==> src/rtl/nibble_packer_pkg.sv <==
// Shared types and constants for the nibble packer: FSM encoding, widths, FIFO entry layout.
package nibble_pkg;

  localparam int NIBBLE_W = 4;
  localparam int BYTE_W   = 8;
  localparam logic [NIBBLE_W-1:0] PAD_NIBBLE = 4'h0;

  typedef enum logic {
    S_LOW  = 1'b0,
    S_HIGH = 1'b1
  } state_t;

  // FIFO entry is {pad, byte}; pad marks a flushed half byte.
  typedef struct packed {
    logic              pad;
    logic [BYTE_W-1:0] data;
  } entry_t;

endpackage

==> src/rtl/nibble_packer_if.sv <==
// Nibble-in / byte-out handshake bundle; master drives nibbles and byte_ready_i, slave is the packer.
interface nibble_packer_if #(parameter int DEPTH = 4);
  import nibble_pkg::*;

  localparam int AW = $clog2(DEPTH);

  logic                valid_i;
  logic [NIBBLE_W-1:0] data_i;
  logic                ready_o;
  logic                flush_i;
  logic                byte_valid_o;
  logic [BYTE_W-1:0]   byte_o;
  logic                byte_pad_o;
  logic                byte_ready_i;
  logic [AW:0]         count_o;

  modport master (
    output valid_i, data_i, flush_i, byte_ready_i,
    input  ready_o, byte_valid_o, byte_o, byte_pad_o, count_o
  );

  modport slave (
    input  valid_i, data_i, flush_i, byte_ready_i,
    output ready_o, byte_valid_o, byte_o, byte_pad_o, count_o
  );

endinterface

==> src/rtl/nibble_packer_sync_fifo.sv <==
// Single-clock FIFO with unregistered head read; push/pop in one cycle keeps count.
// Caller must never push when full nor pop when empty.
module sync_fifo #(
  parameter int WIDTH = 9,
  parameter int DEPTH = 4
) (
  input  logic                     clk,
  input  logic                     rst,
  input  logic                     push,
  input  logic [WIDTH-1:0]         push_data,
  input  logic                     pop,
  output logic [WIDTH-1:0]         head_data,
  output logic [$clog2(DEPTH):0]   count,
  output logic                     full,
  output logic                     empty
);

  localparam int AW = $clog2(DEPTH);
  localparam logic [AW:0] CNT_FULL = (AW+1)'(DEPTH);

  logic [WIDTH-1:0] mem [DEPTH];
  logic [AW-1:0]    wr_ptr;
  logic [AW-1:0]    rd_ptr;

  always_ff @(posedge clk) begin
    if (rst) begin
      wr_ptr <= '0;
      rd_ptr <= '0;
      count  <= '0;
      for (int i = 0; i < DEPTH; i++) mem[i] <= '0;
    end else begin
      if (push) begin
        mem[wr_ptr] <= push_data;
        wr_ptr      <= wr_ptr + AW'(1);
      end
      if (pop) rd_ptr <= rd_ptr + AW'(1);
      case ({push, pop})
        2'b10:   count <= count + (AW+1)'(1);
        2'b01:   count <= count - (AW+1)'(1);
        default: count <= count;
      endcase
    end
  end

  assign head_data = mem[rd_ptr];
  assign full      = (count == CNT_FULL);
  assign empty     = (count == '0);

endmodule

==> src/rtl/nibble_packer.sv <==
// Packs nibble pairs (first nibble low) into bytes through a small FIFO; flush emits a padded half byte.
// Byte visible the cycle after the second nibble; ready_o depends only on state and registered count.
module nibble_packer import nibble_pkg::*; #(
  parameter int DEPTH = 4
) (
  input  logic           clk,
  input  logic           rst,
  nibble_packer_if.slave bus
);

  localparam int AW = $clog2(DEPTH);

  state_t              state;
  state_t              state_nxt;
  logic [NIBBLE_W-1:0] hold;
  logic                ready;
  logic                push;
  logic                pop;
  entry_t              push_entry;
  entry_t              head_entry;
  logic [AW:0]         count;
  logic                full;
  logic                empty;

  always_ff @(posedge clk) begin
    if (rst) state <= S_LOW;
    else     state <= state_nxt;
  end

  always_comb begin
    state_nxt = state;
    case (state)
      S_LOW:  if (bus.valid_i) state_nxt = S_HIGH;
      S_HIGH: if (!full && (bus.valid_i || bus.flush_i)) state_nxt = S_LOW;
      default: state_nxt = S_LOW;
    endcase
  end

  // A nibble handshake outranks flush; both are blocked while the FIFO is full.
  always_comb begin
    ready      = 1'b1;
    push       = 1'b0;
    push_entry = '0;
    if (state == S_HIGH) begin
      ready = !full;
      if (bus.valid_i && !full) begin
        push       = 1'b1;
        push_entry = '{pad: 1'b0, data: {bus.data_i, hold}};
      end else if (bus.flush_i && !full) begin
        push       = 1'b1;
        push_entry = '{pad: 1'b1, data: {PAD_NIBBLE, hold}};
      end
    end
  end

  always_ff @(posedge clk) begin
    if (rst) hold <= '0;
    else if (state == S_LOW && bus.valid_i) hold <= bus.data_i;
  end

  assign pop = !empty && bus.byte_ready_i;

  sync_fifo #(
    .WIDTH ($bits(entry_t)),
    .DEPTH (DEPTH)
  ) u_fifo (
    .clk       (clk),
    .rst       (rst),
    .push      (push),
    .push_data (push_entry),
    .pop       (pop),
    .head_data (head_entry),
    .count     (count),
    .full      (full),
    .empty     (empty)
  );

  assign bus.ready_o      = ready;
  assign bus.byte_valid_o = !empty;
  assign bus.byte_o       = head_entry.data;
  assign bus.byte_pad_o   = head_entry.pad;
  assign bus.count_o      = count;

endmodule

==> src/flat_wrapper.sv <==
// flat-port wrapper written by rule: the top's interface ports become plain ports
module nibble_packer_flat import nibble_pkg::*;
#(
  parameter int DEPTH = 4
)
  (clk, rst, bus_valid_i, bus_data_i, bus_flush_i, bus_byte_ready_i, bus_ready_o, bus_byte_valid_o, bus_byte_o, bus_byte_pad_o, bus_count_o);
  nibble_packer_if #(.DEPTH(DEPTH)) bus_i ();
  input  logic clk;
  input  logic rst;
  input wire logic [$bits(bus_i.valid_i)-1:0] bus_valid_i;
  input wire logic [$bits(bus_i.data_i)-1:0] bus_data_i;
  input wire logic [$bits(bus_i.flush_i)-1:0] bus_flush_i;
  input wire logic [$bits(bus_i.byte_ready_i)-1:0] bus_byte_ready_i;
  output wire logic [$bits(bus_i.ready_o)-1:0] bus_ready_o;
  output wire logic [$bits(bus_i.byte_valid_o)-1:0] bus_byte_valid_o;
  output wire logic [$bits(bus_i.byte_o)-1:0] bus_byte_o;
  output wire logic [$bits(bus_i.byte_pad_o)-1:0] bus_byte_pad_o;
  output wire logic [$bits(bus_i.count_o)-1:0] bus_count_o;
  assign bus_i.valid_i = bus_valid_i;
  assign bus_i.data_i = bus_data_i;
  assign bus_i.flush_i = bus_flush_i;
  assign bus_i.byte_ready_i = bus_byte_ready_i;
  assign bus_ready_o = bus_i.ready_o;
  assign bus_byte_valid_o = bus_i.byte_valid_o;
  assign bus_byte_o = bus_i.byte_o;
  assign bus_byte_pad_o = bus_i.byte_pad_o;
  assign bus_count_o = bus_i.count_o;
  nibble_packer #(.DEPTH(DEPTH)) u_core (.clk(clk), .rst(rst), .bus(bus_i));
endmodule
==> config.mk <==
export PLATFORM = sky130hd
export DESIGN_NAME = nibble_packer_flat
export DESIGN_NICKNAME = d
export VERILOG_FILES = /design/src/rtl/nibble_packer_pkg.sv /design/src/rtl/nibble_packer_if.sv /design/src/rtl/nibble_packer_sync_fifo.sv /design/src/rtl/nibble_packer.sv /design/src/flat_wrapper.sv
export SDC_FILE = /design/constraint.sdc
export NUM_CORES = 1
export LEC_CHECK = 0
export CAP_MARGIN = 20
export CORE_UTILIZATION = 45
export CTS_CLUSTER_DIAMETER = 120
export DETAILED_ROUTE_END_ITERATION = 16
export HOLD_SLACK_MARGIN = 0.1
export PLACE_DENSITY = 0.66
export SETUP_SLACK_MARGIN = 0.5
export SYNTH_ARGS = -nofsm -noshare
export SYNTH_HDL_FRONTEND = slang
export SYNTH_SLANG_ARGS = --single-unit
==> constraint.sdc <==
create_clock -name clk -period 3.45 [get_ports clk]
set_input_delay 0.5175 -clock clk [delete_from_list [all_inputs] [get_ports clk]]
set_output_delay 0.5175 -clock clk [all_outputs]
set_load 0.01 [all_outputs]
==> metrics, run 1 <==
run status finished clean; Yosys top cell area share about half; most frequent cell after synthesis edfxtp_1; fmax about 370 MHz; mapped cell area 2230 sq um; layout cell share with drive strength beyond 1 12.6%; Die Y around 72 microns; post-synthesis cell count 168; cell taking the most area after synthesis edfxtp_1; Post-synth EDFFs 36; Die Width approximately 72 microns; root buffer cell clkbuf_8; CP max FO 10; largest net degree at the start of global routing 25; clock network fraction of design power 21.8%; CP peak stage delay roughly 0.47 ns; Post-Synth Adder-Cell Area ~1.5%; first-pass GRT wire length ~6900 microns; met2 Usage GRT ~30%; Yosys Warn Count 0; Leakage between 0.9 and 1 nW; Max-cap violations 0; post-synthesis xor/xnor area fraction about 1.6%; Final GP Congestion about 0.84; Internal ~1.0 mW; crit path max-delay cell type clkdlybuf4s50_1; RSZ-0062 raised after global routing no; Die ar. between 5000 and 6000 sq um; total global-route track usage 18.4%; First-pass DRT Iterations 4; register bit total from synthesis 50; ys async rst share 0%; post-synthesis sequential area ratio 61.1%; main combinational cell family by area after synthesis simple AND/OR/NAND/NOR gates; Area Overhead vs Synth 15.7%; Compound-Gate Fraction of Synth Area about 3.4%; met1 GRT Util 23.7%; Core ar. between 4000 and 5000 sq um; Max-slew headroom a little under half; fin nets 200; Switch Pwr a little over 400 uW; type of the worst min-delay path reg -> reg; Tightest Pin Transition 0.781 ns; CP startpoint kind primary input; Skew-Pair Late Insertion Delay around 0.30 ns; Critical Path End Type flop; Main synth FF type edfxtp_1; Routed WL per cell about 17 microns; syn avg cell area 13.3 sq um; CTS tree done; proportion of synthesized area in mux cells 10.9%; 1st-iter DRT viols 88; vias in the first global route 1314; antenna diode count 0; kind of critical path in -> reg; Slew Viols, Final 0; sw frac 28.1%; initial cell density of the core a little under half; Row Count 25; Post-synth top cells edfxtp_1 (36), nor2_1 (28), dfxtp_1 (14); critical-path cell list clkdlybuf4s50_1 > o21ai_1 > nor2_2 > inv_2 > ha_1 > inv_1 > fa_1 > xor2_1 > or3_1 > a21oi_1; Post-Route WL between 4000 and 5000 microns; Worst Skew 0.00554 ns; CTS clk-pin slew, worst paths approximately 0.08 ns; clock buffer depth 2; Synth area leaders edfxtp_1 (49%), dfxtp_1 (13%), mux4_2 (9.1%), nor2_1 (4.7%), and3_1 (3.4%); Final period util between 70 and 80%; Reg2Reg Setup Slack ~0.84 ns; Final WS setup 0.748 ns; grt met3 use under 10%; Final min period 2.70 ns; Vias per Instance approximately 5.4; required time worst endpoint ~3.7 ns; pwr dens 562 nW/um^2; I/O Pins 23; # clock sinks 50; via count 1375; CP Data Arrival Time between 2 and 3 ns; GRT busiest layer met2; Final Setup Violations 0; grt total ovfl 0; post-synthesis simple-gate area fraction approximately a fifth; Post-Place Worst Slack around 0.26 ns; # DRC 0; initial antenna violation count 0; worst path buffer plus inverter count 3; Max H-tree Level 2; Routed Antenna Nets 0; Hold Buf Count CTS 0; post-DP HPWL ~2900 microns; final hold slack around 0.51 ns; total CTS buffers 5; Max IR drop VDD 387 uV; Netlist cell types 37; combinational share of power between 20% and 30%; Net Count, Synth 179; Fin. Hold Viols 0; Crit path max-delay family buffers and inverters; PortBufs 22; Setup Total Neg Slack 0 ns; Reg power frac between 50 and 60%; Fill cells between 400 and 500
==> path summary, 6_finish.rpt <==
| path | from | endpoint | cells after the start |
|---|---|---|---|
| max | bus_valid_i | u_core.u_fifo.count[2] | 10 |
| min | u_core.hold[0] | u_core.hold[0] | 2 |
| max reg2reg | u_core.u_fifo.count[2] | u_core.u_fifo.count[2] | 9 |
| min reg2reg | u_core.hold[0] | u_core.hold[0] | 2 |
==> power by group through the flow <==
stage          Clock (mW)  Combinational [mW]  Sequential [mW]
2_1_floorplan           0               0.248            0.740
3_3_place_gp            0               0.356            0.781
3_5_place_dp            0               0.366            0.787
4_1_cts             0.318               0.368            0.773
5_1_grt             0.343               0.396            0.782
6_report            0.316               0.364            0.769
==> what timing repair did <==
| item | 4_1_cts | 5_1_grt |
|---|---|---|
| buffers inserted | 0 | 0 |
| gates resized for setup | 0 | 1 |
| endpoints found under the setup margin | 0 | 1 |
==> sequential cells by signal (all words and copies together), names as in the netlist, named ones only <==
signal / cells
u_core.u_fifo.count: 3
u_core.state: 1
u_core.u_fifo.wr_ptr: 2
u_core.hold: 4
u_core.u_fifo.rd_ptr: 2
u_core.u_fifo.mem: 36
==> cell type report <==
class / count / area [sq um] / share of cell area, %
Clock inverter: 3 / 11.3 / 0.437
Sequential cell: 50 / 1360 / 52.8
Tap cell: 67 / 83.8 / 3.25
Inverter: 6 / 22.5 / 0.873
Clock buffer: 5 / 68.8 / 2.67
Timing Repair Buffer: 22 / 220 / 8.54
Multi-Input combinational cell: 104 / 811 / 31.4
==> metal layers <==
metal	vias up	routed length, microns
met4	0	65
met3	7	195
met1	674	1870
met2	37	2120
li1	657	-
met5	-	0
==> cells by family after synthesis <==
logic type               Yosys count
AO/OA/AOI/OAI                     12
XOR/XNOR                           4
adder cells (fa/ha/maj)            2
buffers and inverters             14
flip-flops                        50
multiplexers                      13
AND/OR/NAND/NOR                   73
==> tightest hold or removal path, cell delays in order (launching register included) <==
cell and delay, ns:
dfxtp_1 0.34, mux2i_1 0.07, nor2_1 0.07
==> per-stage QoR <==
step / area [sq um] / power [mW] / std cells / util, %
floorplan: 2230 / 0.988 / 168 / -
finish: 2580 / 1.45 / 257 / 54.2
global placement: 2500 / 1.14 / 249 / 52.6
CTS: 2580 / 1.46 / 257 / 54.2
global route: 2580 / 1.52 / 257 / 54.2
detailed placement: 2500 / 1.15 / 249 / 52.6
==> cells in the final DEF, fill, tap and decap left out, types with 4 or more instances in the layout <==
master and count:
inv_1 5, mux4_2 9, nand2b_1 6, and2_1 4
a21oi_1 4, edfxtp_1 36, clkbuf_8 5, nor2_1 28
and3_1 12, dfxtp_1 14, clkdlybuf4s50_1 22, mux2i_1 4
(Power assumes the default switching activity.)
==> inputs of run 2 (changes only) <==
clock period = 2.6 ns   (was 3.45 ns; I/O delays follow)
==> metrics, run 2 (synthesis results as in run 1) <==
Top reg by flops u_core.u_fifo.mem (unchanged); biggest regs u_core.u_fifo.mem: 36 flops, u_core.hold: 4 flops, u_core.u_fifo.count: 3 flops (unchanged); First-pass DRT Iterations 4 (unchanged); Max-slew headroom 65.8% (was 47.8%); Routed Antenna Nets 0 (unchanged); Final Setup Violations 0 (unchanged); I/O Pins 23 (unchanged); Total Power 2.06 mW (was 1.45 mW); required time worst endpoint 2.82 ns (was 3.67 ns); root buffer cell clkbuf_8 (unchanged); grt total ovfl 0 (unchanged); layout cell share with drive strength beyond 1 24.2% (was 12.6%); # DRC 0 (unchanged); via count 1416 (was 1375); Critical Path End Type flop (unchanged); met1 GRT Util 24.4% (was 23.7%); Setup Total Neg Slack 0 ns (unchanged); PortBufs 22 (unchanged); fmax 489 MHz; Area Overhead vs Synth 25.1% (was 15.7%); Crit path max-delay family buffers and inverters (unchanged); post-DP HPWL 3110 microns (was 2930 microns); Final GP Congestion 0.771 (was 0.843); fin nets 217 (was 200); Post-DP Area 2610 sq um (was 2500 sq um); worst hold stages 2 (unchanged); Max H-tree Level 2 (unchanged); pwr dens 739 nW/um^2 (was 562 nW/um^2); Core ar. 4750 sq um (unchanged); commonest cells after routing, fill and taps aside edfxtp_1 (36), nor2_1 (28), buf_4 (16), and3_1 (12), clkdlybuf4s50_1 (12) (was edfxtp_1 (36), nor2_1 (28), clkdlybuf4s50_1 (22), dfxtp_1 (14), and3_1 (12)); total CTS buffers 5 (unchanged); CTS clk-pin slew, worst paths 0.08 ns (about the same); RSZ-0062 raised after global routing no (unchanged); worst path buffer plus inverter count 3 (unchanged); reg2reg start u_core.u_fifo.count[0] (was u_core.u_fifo.count[2]); initial antenna violation count 0 (unchanged); post-route cell area 2790 sq um (was 2580 sq um); FF+latch area 1370 sq um (was 1360 sq um); Reg-to-Reg End u_core.u_fifo.count[2] (unchanged); Die ar. 5240 sq um (unchanged); FF-to-FF path depth 9 (unchanged); type of the worst min-delay path reg -> reg (unchanged); launch point of the worst path bus_flush_i (was bus_valid_i); max reg flops 36 (unchanged); Final min period approximately 2.0 ns; Final period util approximately four fifths; CP Data Arrival Time 2.26 ns (was 2.92 ns); stages on the worst setup path 10 (unchanged); CP max FO 2 (was 10); Critical Path End u_core.u_fifo.count[2] (unchanged); Die Width 72.4 microns (unchanged); vias in the first global route 1426 (was 1314); Max IR drop VDD 389 uV (was 387 uV); Vias per Instance 5.17 (was 5.35); Fin. Hold Viols 0 (unchanged); CTS tree done (unchanged); total global-route track usage 18.8% (was 18.4%); Slew Viols, Final 0 (unchanged); Tightest Pin Transition 0.512 ns (was 0.781 ns); Reg2Reg Setup Slack 0.56 ns (was 0.84 ns); critical-path cell list clkdlybuf4s50_1 > o21ai_2 > nor2_2 > inv_2 > ha_4 > inv_1 > fa_2 > xor2_1 > or3_1 > a21oi_2 (was clkdlybuf4s50_1 > o21ai_1 > nor2_2 > inv_2 > ha_1 > inv_1 > fa_1 > xor2_1 > or3_1 > a21oi_1); GRT busiest layer met2 (unchanged); Worst Skew 0.00708 ns (was 0.00554 ns); Leakage 1.12 nW (was 0.917 nW); Routed WL per cell 16.5 microns (about the same); Row Count 25 (unchanged); antenna diode count 0 (unchanged); initial cell density of the core 46.9% (unchanged); clock buffer depth 2 (unchanged); Skew-Pair Late Insertion Delay 0.30 ns (about the same); CP peak stage delay 0.43 ns (was 0.47 ns); Fill cells 393 (was 422); multi-input logic area 840 sq um (was 811 sq um); kind of critical path in -> reg (unchanged); run status finished clean (unchanged); largest net degree at the start of global routing 17 (was 25); # clock sinks 50 (unchanged); crit path max-delay cell type clkdlybuf4s50_1 (unchanged); CP startpoint kind primary input (unchanged); Die Y 72.4 microns (unchanged); Max-cap violations 0 (unchanged); first-pass GRT wire length 7240 microns (was 6850 microns); Hold Buf Count CTS 0 (unchanged); grt met3 use 3.61% (was 4.44%); 1st-iter DRT viols 85 (was 88); most common cell after layout, fill and taps aside edfxtp_1 (unchanged); Post-Route WL 4520 microns (was 4250 microns); met2 Usage GRT 31.5% (was 30.2%)
run 2: cell count changes in the layout (fill, tap and decap cells not counted), moves of 2 or more:
cell,delta
dlymetal6s2s_1,+8
clkinv_1,-3
dfxtp_4,+3
buf_4,+16
dlygate4sd2_1,+2
clkdlybuf4s50_1,-10
clkbuf_1,+2
dfxtp_1,-4
run 2: how the worst min path moves through the flow:
stage                             from        endpoint  slack, ns
6_report                u_core.hold[0]  u_core.hold[0]       0.52
5_1_grt        u_core.u_fifo.rd_ptr[1]            flop       0.55
4_1_cts                 u_core.hold[0]  u_core.hold[0]       0.52
3_5_place_dp            u_core.hold[0]  u_core.hold[0]       0.50
3_3_place_gp            u_core.hold[3]  u_core.hold[3]       0.48
2_1_floorplan           u_core.hold[0]  u_core.hold[0]       0.46
run 2: what timing repair did:
item	4_1_cts	5_1_grt
cloned	0	0
setup endpoints to repair	10	9
setup buffers	0	6
gates resized for setup	6	11
pin swaps	0	3
run 2: stage by stage:
| stage | cells | hold slack, ns | worst slack [ns] | util (%) |
|---|---|---|---|---|
| after floorplan | 168 | 0.462 | 0.512 | - |
| after global placement | 260 | 0.484 | 0.243 | 54.9 |
| after detailed placement | 260 | 0.502 | 0.126 | 54.9 |
| after CTS | 268 | 0.523 | 0.383 | 57.0 |
| after global routing | 274 | 0.555 | 0.461 | 58.6 |
| final | 274 | 0.517 | 0.556 | 58.6 |
run 2: area by class of cell:
class / instances / share of cell area, %
Timing Repair Buffer: 39 / 13.6
Multi-Input combinational cell: 104 / 30.1
Tap cell: 67 / 3.01
Inverter: 6 / 0.808
Sequential cell: 50 / 49.3
Clock buffer: 8 / 3.23
run 2: worst min-delay path: stages (launching register included):
cell	delay, ns
dfxtp_1	0.34
mux2i_1	0.07
nor2_1	0.08
run 2: where the power goes:
part | internal, mW | switching, mW
registers | 0.931 | 0.0690
clock network | 0.217 | 0.236
logic | 0.345 | 0.262
run 2: metal layers:
layer	vias to the layer above	share of wire (%)	wire length, microns
li1	690	-	-
met1	695	44	1980
met4	0	1.1	48
met2	26	52	2360
met3	5	2.9	132
met5	-	0	0
